==> config.mk <==
export PLATFORM = sky130hd
export DESIGN_NAME = multicycle_control_fsm
export DESIGN_NICKNAME = d
export VERILOG_FILES = /design/src/rtl/multicycle_control_fsm.sv
export SDC_FILE = /design/constraint.sdc
export NUM_CORES = 1
export LEC_CHECK = 0
export ABC_AREA = 1
export CAP_MARGIN = 20
export CORE_MARGIN = 10
export CORE_UTILIZATION = 40
export DETAILED_ROUTE_END_ITERATION = 16
export PLACE_DENSITY = 0.73
export SLEW_MARGIN = 20
export SYNTH_ARGS = -nofsm -noshare
export SYNTH_HDL_FRONTEND = slang
export SYNTH_SLANG_ARGS = --single-unit
==> constraint.sdc <==
create_clock -name clk -period 1.55 [get_ports clk]
set_input_delay 0.31 -clock clk [delete_from_list [all_inputs] [get_ports clk]]
set_output_delay 0.31 -clock clk [all_outputs]
set_load 0.02 [all_outputs]
==> src/rtl/multicycle_control_fsm.sv <==
// Purpose : Moore control FSM for the multicycle RV32I datapath, with memory-wait timeout and sticky trap flags.
// Latency : R/I-type 4 cycles, load 5, store 4, branch 3, JAL 4, JALR 5, LUI 4 (mem_ready=1 every cycle).
// Backpr. : FETCH/MEMREAD/MEMWRITE stall until mem_ready=1; MEM_TIMEOUT stalled cycles in a row -> TRAP.
//
// Ports:
//   clk, rst           rising-edge clock, synchronous active-high reset
//   op, funct3         opcode and funct3 from the IR (funct3[0] selects BEQ/BNE)
//   zero, mem_ready    ALU zero flag, memory access completes this cycle
//   PCWrite..ImmSrc    datapath controls (Moore, except the mem_ready/zero gating)
//   trap, illegal_op,
//   mem_err            sticky status: in TRAP, entered by bad opcode, entered by memory timeout
module multicycle_control_fsm #(
  parameter int MEM_TIMEOUT = 15,
  parameter int CNT_W       = 4,
  parameter bit ENABLE_JALR = 1'b1
) (
  input  logic       clk,
  input  logic       rst,
  input  logic [6:0] op,
  input  logic [2:0] funct3,
  input  logic       zero,
  input  logic       mem_ready,
  output logic       PCWrite,
  output logic       AdrSrc,
  output logic       MemWrite,
  output logic       IRWrite,
  output logic       RegWrite,
  output logic [1:0] ResultSrc,
  output logic [1:0] ALUSrcA,
  output logic [1:0] ALUSrcB,
  output logic [1:0] ALUOp,
  output logic [2:0] ImmSrc,
  output logic       trap,
  output logic       illegal_op,
  output logic       mem_err
);

  localparam logic [3:0] S_FETCH    = 4'd0;
  localparam logic [3:0] S_DECODE   = 4'd1;
  localparam logic [3:0] S_MEMADR   = 4'd2;
  localparam logic [3:0] S_MEMREAD  = 4'd3;
  localparam logic [3:0] S_MEMWB    = 4'd4;
  localparam logic [3:0] S_MEMWRITE = 4'd5;
  localparam logic [3:0] S_EXECR    = 4'd6;
  localparam logic [3:0] S_EXECI    = 4'd7;
  localparam logic [3:0] S_ALUWB    = 4'd8;
  localparam logic [3:0] S_BRANCH   = 4'd9;
  localparam logic [3:0] S_JALR     = 4'd10;
  localparam logic [3:0] S_JAL      = 4'd11;
  localparam logic [3:0] S_LUI      = 4'd12;
  localparam logic [3:0] S_TRAP     = 4'd13;

  localparam logic [CNT_W-1:0] CNT_LAST = CNT_W'((MEM_TIMEOUT == 0) ? 0 : MEM_TIMEOUT - 1);

  logic [3:0]       state_q, state_d;
  logic [CNT_W-1:0] cnt_q, cnt_d;
  logic             illegal_q, mem_err_q;
  logic             set_illegal, set_mem_err;
  logic             is_wait, timeout;
  logic [3:0]       out_state;
  logic             unused_funct3;

  assign unused_funct3 = ^funct3[2:1];

  assign is_wait = (state_q == S_FETCH) || (state_q == S_MEMREAD) || (state_q == S_MEMWRITE);
  // mem_ready=1 on the last allowed cycle still completes the access.
  assign timeout = (MEM_TIMEOUT != 0) && is_wait && !mem_ready && (cnt_q == CNT_LAST);

  always_comb begin
    state_d     = state_q;
    set_illegal = 1'b0;
    set_mem_err = 1'b0;
    case (state_q)
      S_FETCH:    if (mem_ready) state_d = S_DECODE;
      S_DECODE: begin
        case (op)
          7'b0000011, 7'b0100011: state_d = S_MEMADR;
          7'b0110011:             state_d = S_EXECR;
          7'b0010011:             state_d = S_EXECI;
          7'b1100011:             state_d = S_BRANCH;
          7'b1101111:             state_d = S_JAL;
          7'b0110111:             state_d = S_LUI;
          7'b1100111: begin
            if (ENABLE_JALR) begin
              state_d = S_JALR;
            end else begin
              state_d     = S_TRAP;
              set_illegal = 1'b1;
            end
          end
          default: begin
            state_d     = S_TRAP;
            set_illegal = 1'b1;
          end
        endcase
      end
      S_MEMADR:   state_d = (op == 7'b0000011) ? S_MEMREAD : S_MEMWRITE;
      S_MEMREAD:  if (mem_ready) state_d = S_MEMWB;
      S_MEMWB:    state_d = S_FETCH;
      S_MEMWRITE: if (mem_ready) state_d = S_FETCH;
      S_EXECR:    state_d = S_ALUWB;
      S_EXECI:    state_d = S_ALUWB;
      S_ALUWB:    state_d = S_FETCH;
      S_BRANCH:   state_d = S_FETCH;
      S_JALR:     state_d = S_JAL;
      S_JAL:      state_d = S_ALUWB;
      S_LUI:      state_d = S_ALUWB;
      S_TRAP:     state_d = S_TRAP;
      default:    state_d = S_TRAP;
    endcase
    if (timeout) begin
      state_d     = S_TRAP;
      set_mem_err = 1'b1;
    end
  end

  // Counter only runs while a memory-facing state is stalled in place.
  always_comb begin
    if ((MEM_TIMEOUT == 0) || !is_wait || mem_ready || (state_d != state_q)) begin
      cnt_d = '0;
    end else begin
      cnt_d = cnt_q + 1'b1;
    end
  end

  always_ff @(posedge clk) begin
    if (rst) begin
      state_q   <= S_FETCH;
      cnt_q     <= '0;
      illegal_q <= 1'b0;
      mem_err_q <= 1'b0;
    end else begin
      state_q <= state_d;
      cnt_q   <= cnt_d;
      if (set_illegal) illegal_q <= 1'b1;
      if (set_mem_err) mem_err_q <= 1'b1;
    end
  end

  // During reset the outputs look like FETCH with every enable held low.
  assign out_state = rst ? S_FETCH : state_q;

  always_comb begin
    PCWrite   = 1'b0;
    AdrSrc    = 1'b0;
    MemWrite  = 1'b0;
    IRWrite   = 1'b0;
    RegWrite  = 1'b0;
    ResultSrc = 2'b00;
    ALUSrcA   = 2'b00;
    ALUSrcB   = 2'b00;
    ALUOp     = 2'b00;
    case (out_state)
      S_FETCH: begin
        ALUSrcB   = 2'b10;
        ResultSrc = 2'b10;
        IRWrite   = mem_ready;
        PCWrite   = mem_ready;
      end
      S_DECODE:   begin ALUSrcA = 2'b01; ALUSrcB = 2'b01; end
      S_MEMADR:   begin ALUSrcA = 2'b10; ALUSrcB = 2'b01; end
      S_MEMREAD:  AdrSrc = 1'b1;
      S_MEMWB:    begin ResultSrc = 2'b01; RegWrite = 1'b1; end
      S_MEMWRITE: begin AdrSrc = 1'b1; MemWrite = 1'b1; end
      S_EXECR:    begin ALUSrcA = 2'b10; ALUSrcB = 2'b00; ALUOp = 2'b10; end
      S_EXECI:    begin ALUSrcA = 2'b10; ALUSrcB = 2'b01; ALUOp = 2'b10; end
      S_ALUWB:    RegWrite = 1'b1;
      S_BRANCH: begin
        ALUSrcA = 2'b10;
        ALUOp   = 2'b01;
        PCWrite = zero ^ funct3[0];
      end
      S_JALR:     begin ALUSrcA = 2'b10; ALUSrcB = 2'b01; end
      S_JAL:      begin ALUSrcA = 2'b01; ALUSrcB = 2'b10; PCWrite = 1'b1; end
      S_LUI:      begin ALUSrcA = 2'b11; ALUSrcB = 2'b01; end
      default: ;
    endcase
    if (rst) begin
      PCWrite  = 1'b0;
      IRWrite  = 1'b0;
      MemWrite = 1'b0;
      RegWrite = 1'b0;
    end
  end

  // Immediate format follows the opcode regardless of state.
  always_comb begin
    case (op)
      7'b0100011: ImmSrc = 3'b001;
      7'b1100011: ImmSrc = 3'b010;
      7'b1101111: ImmSrc = 3'b011;
      7'b0110111: ImmSrc = 3'b100;
      default:    ImmSrc = 3'b000;
    endcase
  end

  assign trap       = (out_state == S_TRAP);
  assign illegal_op = illegal_q & ~rst;
  assign mem_err    = mem_err_q & ~rst;

endmodule

## Word-level counts from Yosys, hierarchy flattened

Cells that the tools add are included.
Widths: inputs -> output; s select.

| operators by class | value |
|---|---|
| add/sub/neg operators | 1 |
| equality and inequality tests | 35 |
| muxes and demuxes | 25 |
| bitwise operators | 4 |
| reduce and logical (&&, ||, !) cells | 22 |

Operators by type and width:

| cell | number |
|---|---|
| $eq 4x4->1 const B | 12 |
| $eq 4x3->1 const B | 8 |
| $pmux 4 s8 | 1 |
| $pmux 4 s7 | 1 |
| $eq 7x6->1 const B | 3 |
| $eq 7x7->1 const B | 3 |
| $mux 4 | 5 |
| $eq 4x2->1 const B | 4 |
| $reduce_or 2->1 | 7 |
| $pmux 2 s2 | 3 |
| $pmux 3 s4 | 1 |
| $mux 1 | 11 |
| $reduce_or 5->1 | 2 |
| $eq 4x1->1 const B | 2 |
| $logic_not 4->1 | 2 |
| $reduce_or 8->1 | 1 |
| $eq 7x2->1 const B | 1 |
| $eq 7x5->1 const B | 1 |
| $pmux 2 s3 | 1 |
| $add 4x1->4 const B | 1 |
| $logic_or 1x1->1 | 4 |
| $ne 4x4->1 | 1 |
| $reduce_or 4->1 | 1 |
| $mux 3 | 1 |
| other kinds (7) | 10 |

| word-level totals | value |
|---|---|
| flip-flop bits (word level) | 10 |
| output and inout port bits | 19 |

## Longest topological paths before layout

Gate-level depths: netlist of the first run.

| depth | value |
|---|---|
| depth in word-level cells | 9 |
| mapped depth | 10 |
| gate-level depth less buffers | 10 |

## Least setup slack after synthesis of the first run

No wires, ideal clock.

| timing | value |
|---|---|
| path type | in2out |
| from | in rst |
| to | out ALUSrcA[1] |
| data arrival time | 1.295 ns |
| slack | -0.055 ns |
| stages | 6 |
| path buffers | 1 |
| cell sequence | clkbuf_1 nor3_1 inv_1 nor2_1 nor2_1 nand3_1 |

| between the ends | value |
|---|---|
| cells in the longest elaborated chain, start to end | 4 |

RTL lines:

| element | line | RTL |
|---|---|---|
| from (decl) | 18 | `input logic rst,` |
| $mux 4 (*) | 141 | `assign out_state = rst ? S_FETCH : state_q;` |
| $eq 4x4->1, or another cell as far along | 153 | `case (out_state)` |
| $reduce_or 5->1 (no line) or $reduce_or 2->1 (tied branches) | -- |  |
| $pmux 2 s3 (*) | 153 |  |
| to (decl) | 29 | `output logic [1:0] ALUSrcA,` |

Every way passes the cells marked *; elsewhere a longest branch is shown, timed or not.

## Worst setup path in the final report of the first run

| timing | value |
|---|---|
| from | reg state_q[1] |
| to | out ALUSrcB[0] |

| between the ends | value |
|---|---|
| cells in the longest elaborated chain, start to end | 4 |

RTL lines:

| element | line | RTL |
|---|---|---|
| from (decl) | 55 | `logic [3:0] state_q, state_d;` |
| from (signal assigned) | 133 | `state_q <= state_d;` |
| $mux 4 (*) | 141 |  |
| $eq 4x3->1, or another cell as far along | 153 |  |
| $reduce_or 5->1 (no line) or $reduce_or 2->1 (tied branches) | -- |  |
| $pmux 2 s2 (*) | 153 |  |
| to (decl) | 30 | `output logic [1:0] ALUSrcB,` |

Marked as above.

==> results.py, run 1 <==
metrics = {
    "outcome": {
        "run_status": "complete, but fails checks",
        "failed_checks": "setup timing",
    },
    "timing": {
        "maxSlewViolCount": 0,
        "relSlewSlack_pct": 77.74,
        "period_needed_ns": 1.758,
        "rsz_0062_raised_after_global_routing": "yes",
        "layout_worst_path_cycle_share_pct": 113.4,
        "final_number_of_setup_violating_endpoints": 13,
        "hold_violations": 0,
        "max_clock_freq_mhz": 569.0,
        "finalWorstSetupSlack_ns": -0.2076,
        "timing_worst_slew_pin_value_ns": 0.3313,
        "fin_worst_skew_ns": 0.0006950,
    },
    "synthesis": {
        "synth_top_cell_by_area": "sky130_fd_sc_hd__dfxtp_1",
        "yosysTopAreaCellShare_pct": 21.86,
        "synth_top_flop_cell": "sky130_fd_sc_hd__dfxtp_1",
        "synthesis.nets": 172,
        "synth_commonest_cells": "sky130_fd_sc_hd__nand2_1 (37), sky130_fd_sc_hd__nor2_1 (29), sky130_fd_sc_hd__inv_1 (22)",
        "yosys_register_bits": 10,
        "synthesized_cell_area_sq_um": 915.9,
        "yosys.cell_count.top_type": "sky130_fd_sc_hd__nand2_1",
        "synth.lib_cells_used.distinct": 28,
        "yosysWarnings": 0,
        "post_synth.cell_area_avg_sq_um": 5.871,
        "top_cells_by_area_in_the_synthesized_netlist": "sky130_fd_sc_hd__dfxtp_1 (22%), sky130_fd_sc_hd__nand2_1 (15%), sky130_fd_sc_hd__nor2_1 (12%)",
        "postSynthCellCount": 156,
        "synth_edf_count": 0,
        "async_flop_share_pct": 0,
        "synth_seq_area_share_pct": 21.86,
    },
    "setup_path": {
        "rrSetupSlack_ns": 0.02,
        "max_stage_delay_ns": 0.41,
        "worst-path-max-fanout": 4,
        "worstReg2RegEnd": "state_q[0]",
        "path_class": "reg2out",
        "worst-endpoint-required_ns": 1.24,
        "crit_start": "state_q[1]",
        "crit_path_end_kind": "primary output",
        "cp_cell_sequence": "inv_4, nor3_1, nand2_1, o211ai_1, buf_4",
        "regToRegStartpoint": "state_q[1]",
        "slowest_stage": "sky130_fd_sc_hd__dfxtp_4",
        "startpoint_type": "flip-flop",
        "critPathArrivalTime_ns": 1.45,
        "rr_worst_depth": 11,
    },
    "grt": {
        "overflow": 0,
        "antenna_violations_before_repair": 0,
        "via_count_of_the_first_global_routing_pass": 1296,
        "grt_start_max_net_pins": 10,
        "grt_pass1_wl_um": 5292,
        "gr-usage-all-layers_pct": 14.11,
    },
    "finish": {
        "design.final.nets": 251,
        "fin_cells": 262,
        "n_antenna_cell": 0,
        "drive_above_1_share_pct": 54.27,
        "final.fill_count": 136,
        "flow.area_growth_from_synthesis_pct": 95.22,
        "finalCoreUtilization_pct": 81.61,
    },
    "detailed_routing": {
        "detail_route.iter0.violations": 97,
        "detail_route.drc_violations": 0,
        "wl_um": 3933,
        "vias_per_cell": 5.240,
        "postRouteAntennaNets": 0,
        "drt_pre_antenna_iters": 4,
        "avgRoutedWirePerCell_um": 15.01,
        "num_vias": 1373,
    },
    "clock_network": {
        "cts_inserted_buffers": 3,
        "tritoncts_clock_tree": "built",
        "cts_hold_buffers": 0,
        "clk_latency_ns": 0.26,
        "clock_tree.root_cell": "sky130_fd_sc_hd__clkbuf_4",
        "ctsLongestPathBuffers": 2,
        "clk_pin_slew_worst_paths_ns": 0.06,
        "clock-sinks": 10,
        "depth_of_the_cts_h_tree": 1,
    },
    "pwr": {
        "power.ir.vdd_worst_v": 0.0007411,
        "leakage_nw": 0.9515,
        "pwrdens_nw_per_um2": 585.9,
    },
    "min_path": {
        "min-delay-start": "mem_err_q",
        "whs_path_depth": 2,
        "min_delay_worst_endpoint": "mem_err_q",
        "timing.hold.worst.class": "reg2reg",
    },
    "place": {
        "post-place-cells": 245,
        "dp_hpwl_um": 2411,
        "port_buffers": 30,
        "gp_routability_congestion": 0.8379,
    },
    "floorplanning": {
        "boundaryPins": 33,
        "die_height_um": 67.85,
        "row_count": 17,
        "fp.dieW_um": 67.85,
        "floorplan.initialDensity_pct": 41.80,
        "core_area_sq_um": 2191,
        "die-area_sq_um": 4604,
    },
    "job": {
        "max_cap_violations": 0,
    },
}
-- layout by cell type, fill, tap and decap left out, types with 4 or more instances in the layout --
| cell type | Yosys | final |
|---|---|---|
| sky130_fd_sc_hd__a21oi_1 | 6 | 4 |
| sky130_fd_sc_hd__buf_4 | 0 | 49 |
| sky130_fd_sc_hd__buf_6 | 0 | 12 |
| sky130_fd_sc_hd__dfxtp_1 | 10 | 6 |
| sky130_fd_sc_hd__dfxtp_4 | 0 | 4 |
| sky130_fd_sc_hd__dlygate4sd2_1 | 0 | 9 |
| sky130_fd_sc_hd__inv_1 | 22 | 14 |
| sky130_fd_sc_hd__inv_2 | 4 | 10 |
| sky130_fd_sc_hd__nand2_1 | 37 | 27 |
| sky130_fd_sc_hd__nand2_2 | 3 | 11 |
| sky130_fd_sc_hd__nand2_4 | 2 | 4 |
| sky130_fd_sc_hd__nand3_1 | 11 | 9 |
| sky130_fd_sc_hd__nand3_2 | 2 | 4 |
| sky130_fd_sc_hd__nor2_1 | 29 | 20 |
| sky130_fd_sc_hd__nor2_2 | 3 | 6 |
| sky130_fd_sc_hd__nor2_4 | 1 | 7 |
-- through the flow --
stage	hold slack, ns	TNS, ns	cell area, sq um	worst slack, ns	power, W
after global placement	0.4427	-12.87	1506	-0.6735	0.0006877
after detailed placement	0.4517	-14.37	1506	-0.7781	0.0006960
after CTS	0.4633	-0.5487	1658	-0.1244	0.0009605
after global routing	0.4934	-2.183	1788	-0.2696	0.001108
after floorplan	0.4299	0	918.4	0.01398	0.0004960
final	0.4578	-1.260	1788	-0.2076	0.001048
-- worst max-delay path by stage --
stage | endpoint | slack (ns)
detailed placement | ALUSrcA[1] | -0.78
finish | ALUSrcB[0] | -0.21
CTS | ALUSrcA[1] | -0.12
global placement | ALUSrcA[1] | -0.67
global route | ALUSrcB[0] | -0.27
floorplan | RegWrite | 0.01
-- cells by family (layout without fill, tap and decap cells) --
group / count (synthesis) / count (layout) / share of synthesized area [%]
xor+xnor: 3 / 3 / 2.869
simple gates: 96 / 96 / 50.14
flops: 10 / 10 / 21.86
fa+ha+maj: 2 / 2 / 2.732
buf+inv: 28 / 106 / 11.48
compound gates: 17 / 17 / 10.93
-- repair_timing --
action / CTS / global route
setup buffers: 8 / 6
gates resized for setup: 141 / 31
setup endpoints to repair: 26 / 22
pin swaps: 8 / 5
-- critical path: cells and delay by family (launching register included) --
kind            cells  cell delay (ns)
flops               1             0.41
compound gates      1             0.13
simple gates        2             0.42
buf+inv             2             0.23
-- state kept, by name, indices dropped and copies added (netlist names) --
name       count
cnt_q          4
state_q        4
illegal_q      1
mem_err_q      1
-- metal layers --
| layer | vias up | global-route usage (%) | share of wire (%) |
|---|---|---|---|
| met1 | 641 | 14.33 | 37 |
| met2 | 64 | 26.64 | 50 |
| met5 | - | 0 | 0 |
| li1 | 649 | - | - |
| met4 | 0 | 5.276 | 5.0 |
| met3 | 19 | 4.078 | 8.5 |
-- layout make-up --
type / instances / area, sq um / share of cell area [%]
clock buffers: 4 / 36.28 / 2.029
inverters: 26 / 102.6 / 5.738
flip-flops and latches: 10 / 215.2 / 12.04
well taps: 28 / 35.03 / 1.959
multi-input cells: 118 / 762.0 / 42.62
repair buffers: 76 / 636.9 / 35.62
-- power breakdown --
group / switching [W] / total, W / internal [W]
clock: 0.0000856 / 0.000228 / 0.000142
combinational: 0.000273 / 0.000521 / 0.000248
sequential: 0.0000248 / 0.000298 / 0.000274
total: 0.000384 / 0.00105 / 0.000664
Power figures use the tool's default switching activity.
==> run 2, diff against run 1 <==
Settings changed: MAX_ROUTING_LAYER set to met4, TNS_END_PERCENT set to 20.
==> run 2 against run 1 <==
The run still ends with setup timing left; hold slack about the same; power down 4.2%; via count down 9.0%; cell area down 3.8%; maximum frequency up 1.9%.
==> results.py, run 2 (synthesis results as in run 1) <==
metrics = {
    "detailed_routing": {
        "detail_route.iter0.violations": 40,
        "vias_per_cell": 4.841,
        "wl_um": 3377,
        "num_vias": 1249,
        "drt_pre_antenna_iters": 4,
        "detail_route.drc_violations": 0,
        "avgRoutedWirePerCell_um": 13.09,
        "postRouteAntennaNets": 0,
    },
    "outcome": {
        "failed_checks": "setup timing",
        "run_status": "complete, but fails checks",
    },
    "clock_network": {
        "cts_inserted_buffers": 3,
        "clock-sinks": 10,
        "clk_pin_slew_worst_paths_ns": 0.06,
        "clock_tree.root_cell": "sky130_fd_sc_hd__clkbuf_4",
        "tritoncts_clock_tree": "built",
        "clk_latency_ns": 0.26,
        "ctsLongestPathBuffers": 2,
        "cts_hold_buffers": 0,
        "depth_of_the_cts_h_tree": 1,
    },
    "grt": {
        "overflow": 0,
        "via_count_of_the_first_global_routing_pass": 1231,
        "gr-usage-all-layers_pct": 13.65,
        "use_met1_pct": 14.23,
        "grt_start_max_net_pins": 10,
        "antenna_violations_before_repair": 0,
        "globalRouteMet2Util_pct": 25.70,
        "globalRouteMet3Util_pct": 2.936,
        "grt.busiest_layer": "met2",
        "grt_pass1_wl_um": 4981,
    },
    "finish": {
        "drive_above_1_share_pct": 49.57,
        "largest_registers": "cnt_q (4), state_q (4)",
        "layout.cells.most_common_list": "sky130_fd_sc_hd__buf_4 (51), sky130_fd_sc_hd__nand2_1 (31), sky130_fd_sc_hd__nor2_1 (20)",
        "n_antenna_cell": 0,
        "design.final.nets": 247,
        "most_frequent_standard_cell_in_the_layout_excluding_fill_and_tap_cells": "sky130_fd_sc_hd__buf_4",
        "flow.area_growth_from_synthesis_pct": 87.84,
    },
    "floorplanning": {
        "row_count": 17,
        "boundaryPins": 33,
        "die_height_um": 67.85,
        "floorplan.initialDensity_pct": 41.80,
        "core_area_sq_um": 2191,
        "fp.dieW_um": 67.85,
        "die-area_sq_um": 4604,
    },
    "setup_path": {
        "critPathTopFamily": "flip-flops",
        "rrSetupSlack_ns": 0.07,
        "cp_cell_sequence": "nor2_4, buf_4, nand2_2, a21oi_1, o21ai_1, inv_1, buf_6",
        "worst-endpoint-required_ns": 1.24,
        "critPathArrivalTime_ns": 1.42,
        "path_buf_inv": 3,
        "worst-path-max-fanout": 5,
        "regToRegStartpoint": "state_q[2]",
        "rr_worst_depth": 9,
        "path_depth": 7,
        "worstReg2RegEnd": "illegal_q",
        "startpoint_type": "flip-flop",
        "slowest_stage": "sky130_fd_sc_hd__dfxtp_4",
        "crit_path_end_kind": "primary output",
        "path_class": "reg2out",
        "max_stage_delay_ns": 0.37,
    },
    "min_path": {
        "whs_path_depth": 2,
        "min-delay-start": "mem_err_q",
        "min_delay_worst_endpoint": "mem_err_q",
        "timing.hold.worst.class": "reg2reg",
    },
    "timing": {
        "maxSlewViolCount": 0,
        "layout_worst_path_cycle_share_pct": 111.3,
        "finalSetupTns_ns": -1.099,
        "final_number_of_setup_violating_endpoints": 12,
        "finalWorstSetupSlack_ns": -0.1755,
        "fin_worst_skew_ns": 0.0002978,
        "period_needed_ns": 1.726,
        "relSlewSlack_pct": 80.05,
        "max_clock_freq_mhz": 579.5,
        "timing_worst_slew_pin_value_ns": 0.2970,
        "hold_violations": 0,
        "rsz_0062_raised_after_global_routing": "yes",
        "worst_hold_slack_ns": 0.4578,
    },
    "place": {
        "gp_routability_congestion": 0.8509,
        "dp_hpwl_um": 2411,
        "port_buffers": 30,
    },
    "pwr": {
        "power.ir.vdd_worst_v": 0.0007344,
        "pwrdens_nw_per_um2": 583.2,
        "total_power_w": 0.001003,
        "leakage_nw": 0.9459,
    },
    "job": {
        "max_cap_violations": 0,
    },
}
-- run 2: routing by layer --
| metal | share of wire, % | vias to the layer above | wire length, um |
|---|---|---|---|
| li1 | - | 640 | - |
| met1 | 41 | 573 | 1397 |
| met2 | 52 | 32 | 1754 |
| met3 | 5.5 | 4 | 187 |
| met4 | 1.1 | 0 | 38 |
| met5 | 0 | - | 0 |
-- run 2: worst min-delay path: cells and delay by family (launching register included) --
kind | cells | cell delay, ns
flops | 1 | 0.30
buf+inv | 1 | 0.06
compound gates | 1 | 0.06
-- run 2: area by class of cell --
cell class                 count  area [sq um]
sequential                    10         212.7
tap                           28         35.03
inverter                      26         100.1
clock buffer                   4         36.28
multi-input combinational    118         737.0
fill                         151         470.5
timing repair buffer          72         599.3
-- run 2: stage by stage --
step | setup slack (ns) | utilization (%) | instances | cell area [sq um]
final | -0.1755 | 78.53 | 258 | 1720
after floorplan | 0.01398 | - | 156 | 918.4
after global routing | -0.2319 | 78.53 | 258 | 1720
after detailed placement | -0.7781 | 68.76 | 245 | 1506
after CTS | -0.1264 | 73.33 | 255 | 1607
after global placement | -0.6735 | 68.76 | 245 | 1506
-- run 2: worst max path at each step --
| stage | start | endpoint | slack, ns |
|---|---|---|---|
| 4_1_cts | op[4] | ImmSrc[1] | -0.13 |
| 6_report | state_q[2] | PCWrite | -0.18 |
| 3_5_place_dp | rst | ALUSrcA[1] | -0.78 |
| 5_1_grt | state_q[2] | ALUSrcB[0] | -0.23 |
| 2_1_floorplan | state_q[0] | RegWrite | 0.01 |
| 3_3_place_gp | rst | ALUSrcA[1] | -0.67 |
-- run 2: report_power, final --
| group | switching, W | internal, W |
|---|---|---|
| Clock | 0.0000849 | 0.000142 |
| Sequential | 0.0000206 | 0.000273 |
| Combinational | 0.000249 | 0.000233 |
-- run 2: repair_timing --
action | CTS | global route
pin swaps | 4 | 5
setup buffers | 6 | 4
setup endpoints to repair | 26 | 26
resized for setup | 115 | 35
==> run 3, diff against run 2 <==
Settings changed: MAX_ROUTING_LAYER met4 to not set, SLEW_MARGIN 20 to 15.
==> run 3 against run 2 <==
Flip-flop and latch count did not move; final cell count did not move; via count did not move; the flow still finishes with violations (setup timing); clock power barely moved; critical path depth did not move; utilization did not move; sequential power barely moved; combinational power barely moved; clock skew did not move.
==> results.py, run 3 (synthesis results as in run 1) <==
metrics = {
    "setup_path": {
        "slowest_stage": "sky130_fd_sc_hd__dfxtp_4",
        "regToRegStartpoint": "state_q[2]",
        "path_class": "reg2out",
        "cp_cell_sequence": "nor2_4, buf_4, nand2_2, a21oi_1, o21ai_1, inv_1, buf_6",
        "worst-path-max-fanout": 5,
        "path_buf_inv": 3,
        "startpoint_type": "flip-flop",
        "critPathArrivalTime_ns": 1.42,
        "worst-endpoint-required_ns": 1.24,
        "rr_worst_depth": 9,
        "worstReg2RegEnd": "illegal_q",
        "max_stage_delay_ns": 0.37,
        "rrSetupSlack_ns": 0.07,
        "crit_path_end_kind": "primary output",
        "critPathTopFamily": "flip-flops",
    },
    "timing": {
        "final_number_of_setup_violating_endpoints": 12,
        "relSlewSlack_pct": 80.05,
        "timing_worst_slew_pin_value_ns": 0.2970,
        "worst_hold_slack_ns": 0.4578,
        "rsz_0062_raised_after_global_routing": "yes",
        "maxSlewViolCount": 0,
        "layout_worst_path_cycle_share_pct": 111.3,
        "period_needed_ns": 1.726,
        "max_clock_freq_mhz": 579.5,
        "hold_violations": 0,
        "finalWorstSetupSlack_ns": -0.1755,
        "fin_worst_skew_ns": 0.0002978,
    },
    "detailed_routing": {
        "drt_pre_antenna_iters": 4,
        "wl_um": 3377,
        "avgRoutedWirePerCell_um": 13.09,
        "detail_route.drc_violations": 0,
        "vias_per_cell": 4.841,
        "postRouteAntennaNets": 0,
        "num_vias": 1249,
        "detail_route.iter0.violations": 40,
    },
    "job": {
        "max_cap_violations": 0,
    },
    "pwr": {
        "cell_internal_pwr_w": 0.0006484,
        "pwrdens_nw_per_um2": 583.1,
        "seq_power_share_pct": 29.3,
        "leakage_nw": 0.9459,
        "gate_power_share_pct": 48.1,
        "power_switching_w": 0.0003548,
        "total_power_w": 0.001003,
        "net_sw_share_pct": 35.37,
        "clock_power_share_pct": 22.7,
        "power.ir.vdd_worst_v": 0.0007344,
    },
    "place": {
        "port_buffers": 30,
        "gp_routability_congestion": 0.8379,
        "placement.setup.worst_slack_ns": -0.7781,
        "post-place-cells": 245,
        "dp_hpwl_um": 2411,
    },
    "min_path": {
        "whs_path_depth": 2,
        "min_delay_worst_endpoint": "mem_err_q",
        "min-delay-start": "mem_err_q",
        "timing.hold.worst.class": "reg2reg",
    },
    "finish": {
        "most_frequent_standard_cell_in_the_layout_excluding_fill_and_tap_cells": "sky130_fd_sc_hd__buf_4",
        "layout.cells.most_common_list": "sky130_fd_sc_hd__buf_4 (51), sky130_fd_sc_hd__nand2_1 (31), sky130_fd_sc_hd__nor2_1 (20)",
        "flow.area_growth_from_synthesis_pct": 87.84,
        "fin_cells": 258,
        "largest_registers": "cnt_q (4), state_q (4)",
        "n_antenna_cell": 0,
        "design.final.nets": 247,
        "drive_above_1_share_pct": 49.57,
        "finalCoreUtilization_pct": 78.53,
        "final.fill_count": 151,
    },
    "floorplanning": {
        "core_area_sq_um": 2191,
        "boundaryPins": 33,
        "floorplan.initialDensity_pct": 41.80,
        "die_height_um": 67.85,
        "die-area_sq_um": 4604,
        "row_count": 17,
        "fp.dieW_um": 67.85,
    },
    "clock_network": {
        "cts_hold_buffers": 0,
        "cts_inserted_buffers": 3,
        "ctsLongestPathBuffers": 2,
        "clock-sinks": 10,
        "clock_tree.root_cell": "sky130_fd_sc_hd__clkbuf_4",
        "depth_of_the_cts_h_tree": 1,
        "tritoncts_clock_tree": "built",
        "clk_latency_ns": 0.26,
        "clk_pin_slew_worst_paths_ns": 0.06,
    },
    "grt": {
        "via_count_of_the_first_global_routing_pass": 1231,
        "overflow": 0,
        "grt_start_max_net_pins": 10,
        "gr-usage-all-layers_pct": 13.25,
        "antenna_violations_before_repair": 0,
        "grt_pass1_wl_um": 4981,
    },
    "outcome": {
        "run_status": "complete, but fails checks",
        "failed_checks": "setup timing",
    },
}
==> run 3: cell counts in the layout (fill, tap and decap cells not counted) <==
Identical to the previous run, type by type.
==> run 3: what timing repair did <==
action | CTS | global route
pin swaps | 4 | 5
resized for setup | 115 | 35
endpoints found under the setup margin | 26 | 26
endpoints found under the hold margin | 0 | 0
buffers inserted | 6 | 4
==> run 3: how the worst max path moves through the flow <==
stage	to	from	slack, ns	cells past startpoint
2_1_floorplan	RegWrite	state_q[0]	0.01	3
3_3_place_gp	ALUSrcA[1]	rst	-0.67	7
3_5_place_dp	ALUSrcA[1]	rst	-0.78	7
4_1_cts	ImmSrc[1]	op[4]	-0.13	7
5_1_grt	ALUSrcB[0]	state_q[2]	-0.23	8
6_report	PCWrite	state_q[2]	-0.18	7
==> run 3: cell type report <==
cell class,count,area [sq um],share of cell area [%]
Clock buffer,4,36.28,2.109
Inverter,26,100.1,5.818
Multi-Input combinational cell,118,737.0,42.84
Sequential cell,10,212.7,12.36
Tap cell,28,35.03,2.036
Timing Repair Buffer,72,599.3,34.84
==> run 3: power by group through the flow <==
stage,logic (W),clock network (W),registers (W)
CTS,0.000427,0.000233,0.000293
global route,0.000521,0.000249,0.000297
floorplan,0.000200,0,0.000296
global placement,0.000390,0,0.000298
detailed placement,0.000397,0,0.000299
finish,0.000482,0.000227,0.000294
==> run 3: per-stage QoR <==
| step | area [sq um] | TNS, ns |
|---|---|---|
| final | 1720 | -1.099 |
| after global routing | 1720 | -1.945 |
| after CTS | 1607 | -0.9997 |
| after floorplan | 918.4 | 0 |
| after global placement | 1506 | -12.87 |
| after detailed placement | 1506 | -14.37 |
==> run 3: worst min-delay path: cells and delay by family, from the launching register on <==
family	cells	cell delay, ns
AOI/OAI and AO/OA	1	0.06
buffers and inverters	1	0.06
DFF	1	0.30
==> run 3: per-layer routing <==
metal / track usage (%) / up-vias / part of all wire (%)
met4: 2.764 / 0 / 1.1
met2: 25.70 / 32 / 52
met1: 13.86 / 573 / 40
li1: - / 640 / -
met3: 3.589 / 4 / 6.4
met5: 0 / - / 0
